**config.mk**
```make
export PLATFORM = sky130hd
export DESIGN_NAME = dmx_frame_sequencer_flat
export DESIGN_NICKNAME = d
export VERILOG_FILES = /design/src/rtl/dmx_frame_sequencer_if.sv /design/src/rtl/dmx_frame_sequencer.sv /design/src/flat_wrapper.sv
export SDC_FILE = /design/constraint.sdc
export NUM_CORES = 1
export LEC_CHECK = 0
export CELL_PAD_IN_SITES_DETAIL_PLACEMENT = 1
export CELL_PAD_IN_SITES_GLOBAL_PLACEMENT = 1
export CORE_MARGIN = 2
export CORE_UTILIZATION = 37
export DETAILED_ROUTE_END_ITERATION = 8
export GPL_ROUTABILITY_DRIVEN = 0
export GPL_TIMING_DRIVEN = 1
export PLACE_DENSITY = 0.74
export SETUP_SLACK_MARGIN = 0.2
export SLEW_MARGIN = 20
export SYNTH_ARGS = -nofsm -noshare
export SYNTH_HDL_FRONTEND = slang
export SYNTH_SLANG_ARGS = --single-unit
```
**constraint.sdc**
```tcl
create_clock -name clk -period 2 [get_ports clk]
set_input_delay 0.2 -clock clk [delete_from_list [all_inputs] [get_ports clk]]
set_output_delay 0.2 -clock clk [all_outputs]
set_load 0.03 [all_outputs]
```
**src/rtl/dmx_frame_sequencer_if.sv**
```systemverilog
// Classic Wishbone link between the DMX frame sequencer (master) and the
// 16550-compatible UART register port (slave). Byte-wide data on lane 0.
interface dmx_frame_sequencer_if;
   logic       wb_cyc;
   logic       wb_stb;
   logic       wb_we;
   logic [2:0] wb_addr;
   logic [7:0] wb_wdata;
   logic [3:0] wb_sel;
   logic [7:0] wb_rdata;
   logic       wb_ack;

   modport master (
      output wb_cyc, wb_stb, wb_we, wb_addr, wb_wdata, wb_sel,
      input  wb_rdata, wb_ack
   );

   modport slave (
      input  wb_cyc, wb_stb, wb_we, wb_addr, wb_wdata, wb_sel,
      output wb_rdata, wb_ack
   );
endinterface

```
**src/rtl/dmx_frame_sequencer.sv**
```systemverilog
// DMX512 frame sequencer: programs a 16550 UART after reset, then on each
// start emits break, mark-after-break, start code and up to 512 slot bytes
// fetched from an external slot RAM, all through single Wishbone transfers.
module dmx_frame_sequencer #(
   parameter int unsigned DIVISOR      = 12,
   parameter int unsigned BREAK_CYCLES = 4800,
   parameter int unsigned MAB_CYCLES   = 576,
   parameter int unsigned ACK_TIMEOUT  = 255
) (
   input  logic                         clk,
   input  logic                         reset_n,
   input  logic                         start,
   input  logic [9:0]                   slot_count,
   input  logic [7:0]                   start_code,
   output logic                         busy,
   output logic                         done,
   output logic                         err,
   output logic                         slot_rd,
   output logic [8:0]                   slot_addr,
   input  logic [7:0]                   slot_data,
   dmx_frame_sequencer_if.master        wb
);

   localparam int unsigned TO_W     = $clog2(ACK_TIMEOUT + 1);
   localparam int unsigned WAIT_MAX = (BREAK_CYCLES > MAB_CYCLES) ? BREAK_CYCLES : MAB_CYCLES;
   localparam int unsigned WAIT_W   = $clog2(WAIT_MAX + 1);

   localparam logic [15:0] DIV_LATCH = 16'(DIVISOR);

   localparam logic [2:0] REG_THR = 3'd0;  // also DLL when DLAB=1
   localparam logic [2:0] REG_DLM = 3'd1;
   localparam logic [2:0] REG_FCR = 3'd2;
   localparam logic [2:0] REG_LCR = 3'd3;
   localparam logic [2:0] REG_MCR = 4'd4;
   localparam logic [2:0] REG_LSR = 3'd5;

   typedef enum logic [3:0] {
      ST_INIT, ST_IDLE, ST_BREAK, ST_BRK_WAIT, ST_MAB, ST_MAB_WAIT,
      ST_POLL, ST_FETCH, ST_SLOT, ST_LOAD, ST_THR, ST_DRAIN
   } state_t;

   state_t            state_q, state_d;
   logic              cyc_q, cyc_d;
   logic              we_q, we_d;
   logic [2:0]        addr_q, addr_d;
   logic [7:0]        wdata_q, wdata_d;
   logic [TO_W-1:0]   to_cnt_q, to_cnt_d;
   logic [WAIT_W-1:0] wait_q, wait_d;
   logic [2:0]        init_idx_q, init_idx_d;
   logic [9:0]        byte_idx_q, byte_idx_d;
   logic [4:0]        burst_q, burst_d;
   logic [9:0]        count_q, count_d;
   logic [7:0]        code_q, code_d;
   logic              slot_rd_q, slot_rd_d;
   logic [8:0]        slot_addr_q, slot_addr_d;
   logic              done_q, done_d;
   logic              err_q, err_d;
   logic              ack_ok;
   logic              unused_rdata;

   // Register writes issued after reset, as {address, data}.
   function automatic logic [10:0] init_entry(input logic [2:0] idx);
      case (idx)
         3'd0:    init_entry = {REG_LCR, 8'h83};
         3'd1:    init_entry = {REG_THR, DIV_LATCH[7:0]};
         3'd2:    init_entry = {REG_DLM, DIV_LATCH[15:8]};
         3'd3:    init_entry = {REG_LCR, 8'h07};
         3'd4:    init_entry = {REG_FCR, 8'h07};
         default: init_entry = {REG_MCR, 8'h03};
      endcase
   endfunction

   // Next-state, bus launch/acknowledge handling and ack timeout.
   always_comb begin
      state_d     = state_q;
      cyc_d       = cyc_q;
      we_d        = we_q;
      addr_d      = addr_q;
      wdata_d     = wdata_q;
      to_cnt_d    = '0;
      wait_d      = wait_q;
      init_idx_d  = init_idx_q;
      byte_idx_d  = byte_idx_q;
      burst_d     = burst_q;
      count_d     = count_q;
      code_d      = code_q;
      slot_rd_d   = 1'b0;
      slot_addr_d = slot_addr_q;
      done_d      = 1'b0;
      err_d       = err_q;

      ack_ok = cyc_q & wb.wb_ack;
      if (cyc_q && !wb.wb_ack) to_cnt_d = to_cnt_q + 1'b1;
      // cyc/stb drop the cycle after ack; launches only happen with cyc low,
      // which yields the mandatory idle cycle between transfers.
      if (ack_ok) cyc_d = 1'b0;

      case (state_q)
         ST_INIT: begin
            if (!cyc_q) begin
               cyc_d = 1'b1;
               we_d  = 1'b1;
               {addr_d, wdata_d} = init_entry(init_idx_q);
            end else if (ack_ok) begin
               if (init_idx_q == 3'd5) begin
                  init_idx_d = '0;
                  state_d    = ST_IDLE;
               end else begin
                  init_idx_d = init_idx_q + 1'b1;
               end
            end
         end
         ST_IDLE: begin
            if (start) begin
               count_d    = (slot_count > 10'd512) ? 10'd512 : slot_count;
               code_d     = start_code;
               err_d      = 1'b0;
               byte_idx_d = '0;
               cyc_d      = 1'b1;
               we_d       = 1'b1;
               addr_d     = REG_LCR;
               wdata_d    = 8'h47;
               state_d    = ST_BREAK;
            end
         end
         ST_BREAK: begin
            if (ack_ok) begin
               wait_d  = '0;
               state_d = ST_BRK_WAIT;
            end
         end
         ST_BRK_WAIT: begin
            if (wait_q == WAIT_W'(BREAK_CYCLES - 1)) begin
               cyc_d   = 1'b1;
               we_d    = 1'b1;
               addr_d  = REG_LCR;
               wdata_d = 8'h07;
               state_d = ST_MAB;
            end else begin
               wait_d = wait_q + 1'b1;
            end
         end
         ST_MAB: begin
            if (ack_ok) begin
               wait_d  = '0;
               state_d = ST_MAB_WAIT;
            end
         end
         ST_MAB_WAIT: begin
            if (wait_q == WAIT_W'(MAB_CYCLES - 1)) begin
               cyc_d   = 1'b1;
               we_d    = 1'b0;
               addr_d  = REG_LSR;
               state_d = ST_POLL;
            end else begin
               wait_d = wait_q + 1'b1;
            end
         end
         ST_POLL: begin
            if (!cyc_q) begin
               cyc_d  = 1'b1;
               we_d   = 1'b0;
               addr_d = REG_LSR;
            end else if (ack_ok && wb.wb_rdata[5]) begin
               burst_d = 5'd16;
               state_d = (byte_idx_q == '0) ? ST_LOAD : ST_FETCH;
            end
         end
         ST_FETCH: begin
            slot_rd_d   = 1'b1;
            slot_addr_d = 9'(byte_idx_q - 10'd1);
            state_d     = ST_SLOT;
         end
         ST_SLOT: begin
            // slot_rd is on the RAM this cycle; data follows next cycle
            state_d = ST_LOAD;
         end
         ST_LOAD: begin
            cyc_d   = 1'b1;
            we_d    = 1'b1;
            addr_d  = REG_THR;
            wdata_d = (byte_idx_q == '0) ? code_q : slot_data;
            state_d = ST_THR;
         end
         ST_THR: begin
            if (ack_ok) begin
               byte_idx_d = byte_idx_q + 1'b1;
               burst_d    = burst_q - 1'b1;
               if (byte_idx_q == count_q) state_d = ST_DRAIN;
               else if (burst_q == 5'd1)  state_d = ST_POLL;
               else                       state_d = ST_FETCH;
            end
         end
         ST_DRAIN: begin
            if (!cyc_q) begin
               cyc_d  = 1'b1;
               we_d   = 1'b0;
               addr_d = REG_LSR;
            end else if (ack_ok && wb.wb_rdata[6]) begin
               done_d  = 1'b1;
               state_d = ST_IDLE;
            end
         end
         default: state_d = ST_INIT;
      endcase

      if (cyc_q && !wb.wb_ack && to_cnt_q == TO_W'(ACK_TIMEOUT - 1)) begin
         cyc_d    = 1'b0;
         to_cnt_d = '0;
         err_d    = 1'b1;
         state_d  = ST_IDLE;
      end
   end

   // State and datapath registers with synchronous active-low reset.
   always_ff @(posedge clk) begin
      if (!reset_n) begin
         state_q     <= ST_INIT;
         cyc_q       <= 1'b0;
         we_q        <= 1'b0;
         addr_q      <= '0;
         wdata_q     <= '0;
         to_cnt_q    <= '0;
         wait_q      <= '0;
         init_idx_q  <= '0;
         byte_idx_q  <= '0;
         burst_q     <= '0;
         count_q     <= '0;
         code_q      <= '0;
         slot_rd_q   <= 1'b0;
         slot_addr_q <= '0;
         done_q      <= 1'b0;
         err_q       <= 1'b0;
      end else begin
         state_q     <= state_d;
         cyc_q       <= cyc_d;
         we_q        <= we_d;
         addr_q      <= addr_d;
         wdata_q     <= wdata_d;
         to_cnt_q    <= to_cnt_d;
         wait_q      <= wait_d;
         init_idx_q  <= init_idx_d;
         byte_idx_q  <= byte_idx_d;
         burst_q     <= burst_d;
         count_q     <= count_d;
         code_q      <= code_d;
         slot_rd_q   <= slot_rd_d;
         slot_addr_q <= slot_addr_d;
         done_q      <= done_d;
         err_q       <= err_d;
      end
   end

   assign wb.wb_cyc   = cyc_q;
   assign wb.wb_stb   = cyc_q;
   assign wb.wb_we    = we_q;
   assign wb.wb_addr  = addr_q;
   assign wb.wb_wdata = wdata_q;
   assign wb.wb_sel   = 4'b0001;

   assign busy      = (state_q != ST_IDLE);
   assign done      = done_q;
   assign err       = err_q;
   assign slot_rd   = slot_rd_q;
   assign slot_addr = slot_addr_q;

   // Only THRE and TEMT of LSR are consulted.
   assign unused_rdata = ^{wb.wb_rdata[7], wb.wb_rdata[4:0]};

endmodule

```
**src/flat_wrapper.sv**
```systemverilog
// flat-port wrapper written by rule: the top's interface ports become plain ports
module dmx_frame_sequencer_flat 
#(
   parameter int unsigned DIVISOR      = 12,
   parameter int unsigned BREAK_CYCLES = 4800,
   parameter int unsigned MAB_CYCLES   = 576,
   parameter int unsigned ACK_TIMEOUT  = 255
)
  (clk, reset_n, start, slot_count, start_code, busy, done, err, slot_rd, slot_addr, slot_data, wb_wb_cyc, wb_wb_stb, wb_wb_we, wb_wb_addr, wb_wb_wdata, wb_wb_sel, wb_wb_rdata, wb_wb_ack);
  dmx_frame_sequencer_if wb_i ();
  input  logic clk;
  input  logic reset_n;
  input  logic start;
  input  logic [9:0] slot_count;
  input  logic [7:0] start_code;
  output logic busy;
  output logic done;
  output logic err;
  output logic slot_rd;
  output logic [8:0] slot_addr;
  input  logic [7:0] slot_data;
  output wire logic [$bits(wb_i.wb_cyc)-1:0] wb_wb_cyc;
  output wire logic [$bits(wb_i.wb_stb)-1:0] wb_wb_stb;
  output wire logic [$bits(wb_i.wb_we)-1:0] wb_wb_we;
  output wire logic [$bits(wb_i.wb_addr)-1:0] wb_wb_addr;
  output wire logic [$bits(wb_i.wb_wdata)-1:0] wb_wb_wdata;
  output wire logic [$bits(wb_i.wb_sel)-1:0] wb_wb_sel;
  input wire logic [$bits(wb_i.wb_rdata)-1:0] wb_wb_rdata;
  input wire logic [$bits(wb_i.wb_ack)-1:0] wb_wb_ack;
  assign wb_wb_cyc = wb_i.wb_cyc;
  assign wb_wb_stb = wb_i.wb_stb;
  assign wb_wb_we = wb_i.wb_we;
  assign wb_wb_addr = wb_i.wb_addr;
  assign wb_wb_wdata = wb_i.wb_wdata;
  assign wb_wb_sel = wb_i.wb_sel;
  assign wb_i.wb_rdata = wb_wb_rdata;
  assign wb_i.wb_ack = wb_wb_ack;
  dmx_frame_sequencer #(.DIVISOR(DIVISOR), .BREAK_CYCLES(BREAK_CYCLES), .MAB_CYCLES(MAB_CYCLES), .ACK_TIMEOUT(ACK_TIMEOUT)) u_core (.clk(clk), .reset_n(reset_n), .start(start), .slot_count(slot_count), .start_code(start_code), .busy(busy), .done(done), .err(err), .slot_rd(slot_rd), .slot_addr(slot_addr), .slot_data(slot_data), .wb(wb_i));
endmodule
```
==> results of run 1 <==
## placed cells by master, fill, tap and decap left out, types with 6 or more instances in the layout
cell and n:
nor2_1 78, dfxtp_1 72, buf_4 63, nand2_1 58
clkdlybuf4s50_1 57, a21oi_1 32, xnor2_1 24, xor2_1 19
inv_1 11, mux2i_1 11, clkbuf_16 11, dfxtp_2 11
a211oi_1 10, nand3_1 10, and3_1 10, nor3_1 10
o21ai_0 8, buf_6 7, nor3b_2 6, ha_1 6
## layout make-up
class / instances / share of cell area
clock buffers: 12 / 0.0400
clock inverters: 4 / 0.00432
inverters: 13 / 0.00733
multi-input cells: 419 / 0.472
flip-flops and latches: 86 / 0.262
well taps: 172 / 0.0323
repair buffers: 132 / 0.182
## state kept, by name (all words and copies together), names as in the netlist
register and count:
u_core.wait_q 13, u_core.byte_idx_q 10, u_core.count_q 10, u_core.slot_addr 9, u_core.code_q 8, u_core.to_cnt_q 8
u_core.wb.wb_wdata 8, u_core.burst_q 5, u_core.state_q 4, u_core.init_idx_q 3, u_core.wb.wb_addr 3, u_core.done 1
u_core.err 1, u_core.slot_rd 1, u_core.wb.wb_cyc 1, u_core.wb.wb_we 1
## through the flow
step	total power, mW	instances	cell area [um2]	hold WS [ns]
floorplan	1.97	559	4760	0.319
global placement	2.12	804	5740	0.440
detailed placement	2.12	804	5740	0.448
CTS	3.80	830	6290	0.393
global route	3.92	838	6660	0.443
finish	3.78	838	6660	0.394
## report_power, final
part	switching [mW]	leakage (nW)	total (mW)	internal, mW
sequential	0.0256	0.703	1.76	1.73
clock	0.722	0.141	1.67	0.946
combinational	0.187	1.67	0.353	0.166
total	0.934	2.52	3.78	2.84
## logic make-up (layout without fill, tap and decap cells)
logic type,count (synthesis),in the layout
AND/OR/NAND/NOR,244,246
AO/OA/AOI/OAI,102,102
flip-flops,86,86
buffers and inverters,56,161
XOR/XNOR,46,46
multiplexers,13,13
adder cells (fa/ha/maj),8,8
other,2,4
## critical path: cells and delay by family (launching register included)
| kind | cells | cell delay [ns] |
|---|---|---|
| flip-flops | 1 | 0.32 |
| AND/OR/NAND/NOR | 3 | 1.06 |
| AO/OA/AOI/OAI | 2 | 0.37 |
## worst min-delay path by stage
| stage | to | slack, ns |
|---|---|---|
| finish | u_core.code_q[0]$_SDFFE_PN0P_ | 0.39 |
| global route | u_core.code_q[3]$_SDFFE_PN0P_ | 0.44 |
| CTS | u_core.code_q[0]$_SDFFE_PN0P_ | 0.39 |
| detailed placement | u_core.code_q[3]$_SDFFE_PN0P_ | 0.45 |
| global placement | u_core.code_q[7]$_SDFFE_PN0P_ | 0.44 |
| floorplan | u_core.done$_SDFF_PN0_ | 0.32 |
## routing by layer
layer,vias to the layer above,track usage
met1,2189,0.263
met4,0,0.0913
met5,-,0
met3,29,0.0332
met2,96,0.414
li1,2159,-
## timing repair
action                                 4_1_cts  5_1_grt
endpoints found under the hold margin        0        0
gates resized for setup                     45       53
setup buffers                                9        5
pin swaps                                   13       20
cloned                                       1        3
hold buffers                                 0        0
setup endpoints to repair                   49       46
==> out/metrics.yaml, run 1 <==
drt:
  drt-initial-drc-count: 176
  final_antenna_net_count: 0
  vias: 4473
  wl_met3_um: 473
  wl_per_cell_um: 18.2
  top_layer_used: "met4"
  wl_met1_mm: 6.30
  first_pass_iters: 4
  routed_wl_mm: 15.3
  met2_length_mm: 8.10
  drc_errors: 0
  vias_per_cell: 5.34
finish:
  utilization: 0.534
  multi_input_area_um2: 3140
  nets: 707
  n_antenna_cell: 0
  layout.area.seq_um2: 1750
  area_growth_pct: 42.5
  drive_above_1_share: 0.275
  n_fill_cell: 1425
outcome:
  status: "complete, no violations"
worst_setup_path:
  path_class: "flip-flop to flip-flop"
  rrSetupSlack_ns: 0.15
  crit_arrival_ns: 2.09
  critPathLaunch: "u_core.wait_q[6]$_SDFFE_PN0P_"
  required_ns: 2.24
  slowest_delay_ns: 0.40
  path_max_fanout: 5
  rr_endpoint: "u_core.wb.wb_addr[2]$_SDFFE_PN0P_"
  end_kind: "flip-flop"
  cp-endpoint: "u_core.wb.wb_addr[2]$_SDFFE_PN0P_"
  timing.critical_path.mode_cell: "or3_4"
  cp-start-kind: "flip-flop"
  r2r_start: "u_core.wait_q[6]$_SDFFE_PN0P_"
  crit_path_top_delay_cell: "or3_4"
  ff2ff_path_depth: 5
  path_cells: "or3_4 > nor4_4 > o22ai_2 > or3_4 > o221a_1"
placement:
  place_hpwl_mm: 10.1
  post-place-ws_ns: -0.0608
  port-buffer-count: 58
timing:
  worst_slack_ns: 0.145
  setup_tns_ns: 0
  fin_crit_ns: 1.85
  finalSetupViolCount: 0
  grt_setup_unrepaired: "yes"
  min_period_over_period: 0.927
  fmax_mhz: 539
  tightestPinTransition_ns: 0.534
  hold_viol: 0
  relSlewSlack: 0.643
  drv_slew: 0
  fin_worst_skew_ns: 0.00644
yosys:
  yosys.area.top_type: "dfxtp_1"
  synth_common_cells: "dfxtp_1 (86), nor2_1 (80), nand2_1 (62)"
  synthMuxAreaShare: 0.0284
  yosys-top-cells-area: "dfxtp_1 (37%), nor2_1 (6.4%), nand2_1 (5.0%)"
  synth_edf_count: 0
  synth-seq-cells: 86
  synthArstFlopShare: 0
  ys_seq_area_frac: 0.368
  synth-xor-area-share: 0.0878
  syn_inst: 557
  synth.avg_cell_area_um2: 8.39
  yosysMostFrequentCell: "dfxtp_1"
  synth_flop_cell: "dfxtp_1"
  synth-simple-area-share: 0.275
  ys_warn_count: 0
  synth-compound-area-share: 0.153
  synth.cell_area_um2: 4670
  synthAdderAreaFrac: 0.0214
  yosys.cell_types.count: 67
  synth_top_area_frac: 0.368
  synth_top_family_by_area: "simple AND/OR/NAND/NOR gates"
power_and_ir_drop:
  peakVddDrop_v: 0.000389
  p_leak_nw: 2.52
  powerDensity_nw_per_um2: 568
clock_network:
  clock-sinks: 86
  clock-root-buffer: "clkbuf_16"
  clkSlewWorstSetupHoldPaths_ns: 0.07
  clk_latency_ns: 0.35
  clockBufferDepth: 2
  cts_buffers: 9
  cts_tree: "built"
  cts-htree-levels: 3
job:
  drv_cap: 0
hold_path:
  hp-class: "primary input to flip-flop"
  hp-start: "start_code[0]"
  min_path_cells: 3
global_routing:
  antenna_found_initial: 0
  grtUsageTotal: 0.226
  grt_pass1_vias: 4677
  grt_pass1_wl_mm: 23.6
  grt_overflow: 0
  grt_max_degree: 28
floorplanning:
  core_area_um2: 12500
  pin_count: 69
  die_area_um2: 13500
  num_rows: 41
  die_h_um: 116
  die_w_um: 116
  start_util: 0.375
No activity file was read; power rests on OpenSTA's default activity.
==> run 2: changes to the inputs <==
CORE_UTILIZATION = 48   (was 37)
DONT_BUFFER_PORTS = 1   (was default)
PLACE_DENSITY = 0.77   (was 0.74)
clock period = 2.05 ns   (was 2 ns; I/O delays follow)
==> run 2 against run 1 <==
Non-clock buffer count is 72 lower. Utilization increased by 4.2 points. Critical path type unchanged. Global-route usage grew 2.2 points. Worst setup slack lost 0.023 ns. Die area is 22% lower. Final cell count decreased by 14%. Critical endpoint unchanged. Hold slack worse by 0.38 ns. Sequential cell count is the same.
==> out/metrics.yaml, run 2 (same netlist as run 1, synthesis figures left out) <==
timing:
  setup_tns_ns: 0  # unchanged
  grt_setup_unrepaired: "yes"  # unchanged
  hold_viol: 0  # unchanged
  drv_slew: 0  # unchanged
  fin_worst_skew_ns: 0.0101  # was 0.00644 ns
  finalSetupViolCount: 0  # unchanged
  fin_crit_ns: 1.93  # was 1.85 ns
  worst_slack_ns: 0.122  # was 0.145 ns
  fmax_mhz: 519  # was 539 MHz
  min_period_over_period: 0.940  # was 0.927
power_and_ir_drop:
  power.share.clock: 0.363  # was 0.441
  peakVddDrop_v: 0.000275  # was 0.000389 V
  combPwrFrac: 0.062  # was 0.093
  seq_power_share: 0.576  # was 0.465
  power.switching_mw: 0.770  # was 0.934 mW
  p_leak_nw: 2.06  # was 2.52 nW
  switching_share: 0.253  # was 0.247
  powerDensity_nw_per_um2: 549  # was 568 nW/um2
  intPower_mw: 2.27  # was 2.84 mW
placement:
  dpl.cell_count: 686  # was 804
  post_dp_cell_area_um2: 4920  # was 5740 um2
  place_hpwl_mm: 8.98  # was 10.1 mm
  post-place-ws_ns: 0.0420  # was -0.0608 ns
  port-buffer-count: 0  # was 58
global_routing:
  grt_pass1_vias: 4170  # was 4677
  grt_overflow: 0  # unchanged
  grtUsageTotal: 0.248  # was 0.226
  grt_max_degree: 27  # was 28
  antenna_found_initial: 0  # unchanged
  grt_pass1_wl_mm: 20.3  # was 23.6 mm
clock_network:
  clk_latency_ns: 0.37  # was 0.35 ns
  clkSlewWorstSetupHoldPaths_ns: 0.09  # was 0.07 ns
  clock-root-buffer: "clkbuf_8"  # was clkbuf_16
  cts-htree-levels: 3  # unchanged
  clockBufferDepth: 2  # unchanged
  cts_tree: "built"  # unchanged
  clock-sinks: 86  # unchanged
  cts_buffers: 9  # unchanged
finish:
  nets: 633  # was 707
  fin_cells: 724  # was 838
  multi_input_area_um2: 2910  # was 3140 um2
  top_regs: "u_core.wait_q (13), u_core.byte_idx_q (10), u_core.count_q (10)"  # unchanged
  layout.area.seq_um2: 1740  # was 1750 um2
  final_cell_mix: "nor2_1 (80), dfxtp_1 (78), nand2_1 (59)"  # was nor2_1 (78), dfxtp_1 (72), buf_4 (63)
  area_growth_pct: 18.3  # was 42.5%
  utilization: 0.576  # was 0.534
  top_register: "u_core.wait_q"  # unchanged
  final_common_cell: "nor2_1"  # unchanged
  design_area_um2: 5530  # was 6660 um2
  drive_above_1_share: 0.212  # was 0.275
  largest_reg_flops: 13  # unchanged
  n_antenna_cell: 0  # unchanged
  n_fill_cell: 1145  # was 1425
worst_setup_path:
  rr_endpoint: "u_core.wb.wb_addr[2]$_SDFFE_PN0P_"  # unchanged
  rrSetupSlack_ns: 0.12  # was 0.15 ns
  path_max_fanout: 5  # unchanged
  path_class: "flip-flop to flip-flop"  # unchanged
  cp.buffers_inverters: 0  # unchanged
  cp_top_family: "simple AND/OR/NAND/NOR gates"  # unchanged
  path_cells: "or3_4 > nor4_4 > o22ai_2 > or3_4 > o221a_1"  # unchanged
  required_ns: 2.32  # was 2.24 ns
  ff2ff_path_depth: 5  # unchanged
  timing.critical_path.mode_cell: "or3_4"  # unchanged
  slowest_delay_ns: 0.41  # was 0.40 ns
  r2r_start: "u_core.wait_q[7]$_SDFFE_PN0P_"  # was u_core.wait_q[6]$_SDFFE_PN0P_
  end_kind: "flip-flop"  # unchanged
  crit_arrival_ns: 2.19  # was 2.09 ns
  cp-start-kind: "flip-flop"  # unchanged
  crit_path_top_delay_cell: "or3_4"  # unchanged
drt:
  drt-initial-drc-count: 141  # was 176
  wl_per_cell_um: 18.6  # was 18.2 um
  final_antenna_net_count: 0  # unchanged
  first_pass_iters: 4  # unchanged
  drc_errors: 0  # unchanged
  vias_per_cell: 5.71  # was 5.34
  vias: 4132  # was 4473
  routed_wl_mm: 13.4  # was 15.3 mm
hold_path:
  min_to: "u_core.wb.wb_wdata[3]$_SDFFE_PN0P_"  # was u_core.code_q[0]$_SDFFE_PN0P_
  hp-class: "primary input to flip-flop"  # unchanged
  hp-start: "reset_n"  # was start_code[0]
  min_path_cells: 2  # was 3
floorplanning:
  num_rows: 36  # was 41
  pin_count: 69  # unchanged
  die_w_um: 103  # was 116 um
  die_h_um: 103  # was 116 um
  core_area_um2: 9590  # was 12500 um2
  start_util: 0.487  # was 0.375
  die_area_um2: 10500  # was 13500 um2
job:
  drv_cap: 0  # unchanged
outcome:
  status: "complete, no violations"  # unchanged
run 2: cell count changes in the layout (fill, tap and decap cells not counted), moves of 5 or more:
cell / change
buf_4: -18
clkbuf_16: -11
clkbuf_8: +8
clkdlybuf4s50_1: -57
dfxtp_1: +6
dfxtp_2: -7
dlygate4sd3_1: +12
o2111ai_1: +5
run 2: final cells by class:
type / instances / area share
Clock buffer: 14 / 0.0294
Inverter: 13 / 0.00882
Tap cell: 133 / 0.0301
Multi-Input combinational cell: 417 / 0.527
Sequential cell: 86 / 0.315
Clock inverter: 1 / 0.000905
Timing Repair Buffer: 60 / 0.0889
run 2: stage by stage:
stage	total power [mW]	hold WS [ns]
after floorplan	1.92	0.324
after global placement	1.95	0.338
after detailed placement	1.95	0.335
after CTS	3.06	0.000155
after global routing	3.15	0.00816
final	3.04	0.00922
run 2: worst max-delay path by stage:
stage	startpoint	endpoint	slack (ns)	cells past startpoint
floorplan	u_core.wait_q[7]$_SDFFE_PN0P_	u_core.wb.wb_addr[2]$_SDFFE_PN0P_	0.19	6
global placement	u_core.wait_q[0]$_SDFFE_PN0P_	u_core.wb.wb_addr[2]$_SDFFE_PN0P_	0.11	6
detailed placement	u_core.wait_q[4]$_SDFFE_PN0P_	u_core.wb.wb_addr[2]$_SDFFE_PN0P_	0.04	5
CTS	u_core.wait_q[8]$_SDFFE_PN0P_	u_core.wait_q[1]$_SDFFE_PN0P_	0.12	5
global route	u_core.wait_q[7]$_SDFFE_PN0P_	u_core.wb.wb_addr[2]$_SDFFE_PN0P_	0.05	5
finish	u_core.wait_q[7]$_SDFFE_PN0P_	u_core.wb.wb_addr[2]$_SDFFE_PN0P_	0.12	5
run 2: repair_timing:
action,in CTS,in global routing
hold endpoints to repair,20,0
setup buffers,1,10
setup endpoints to repair,43,59
hold buffers,12,0
resized for setup,14,35
pin swaps,3,8
run 2: layer usage:
metal,GRT usage,share of wire,routed length [um]
met3,0.0508,0.046,615
met5,0,0,0
met4,0.0903,0.025,333
met2,0.445,0.51,6920
met1,0.290,0.41,5580
run 2: power groups by stage:
stage	sequential (mW)	clock, mW	combinational, mW
after floorplan	1.78	0	0.142
after global placement	1.79	0	0.154
after detailed placement	1.79	0	0.158
after CTS	1.75	1.13	0.182
after global routing	1.75	1.19	0.205
final	1.75	1.10	0.187
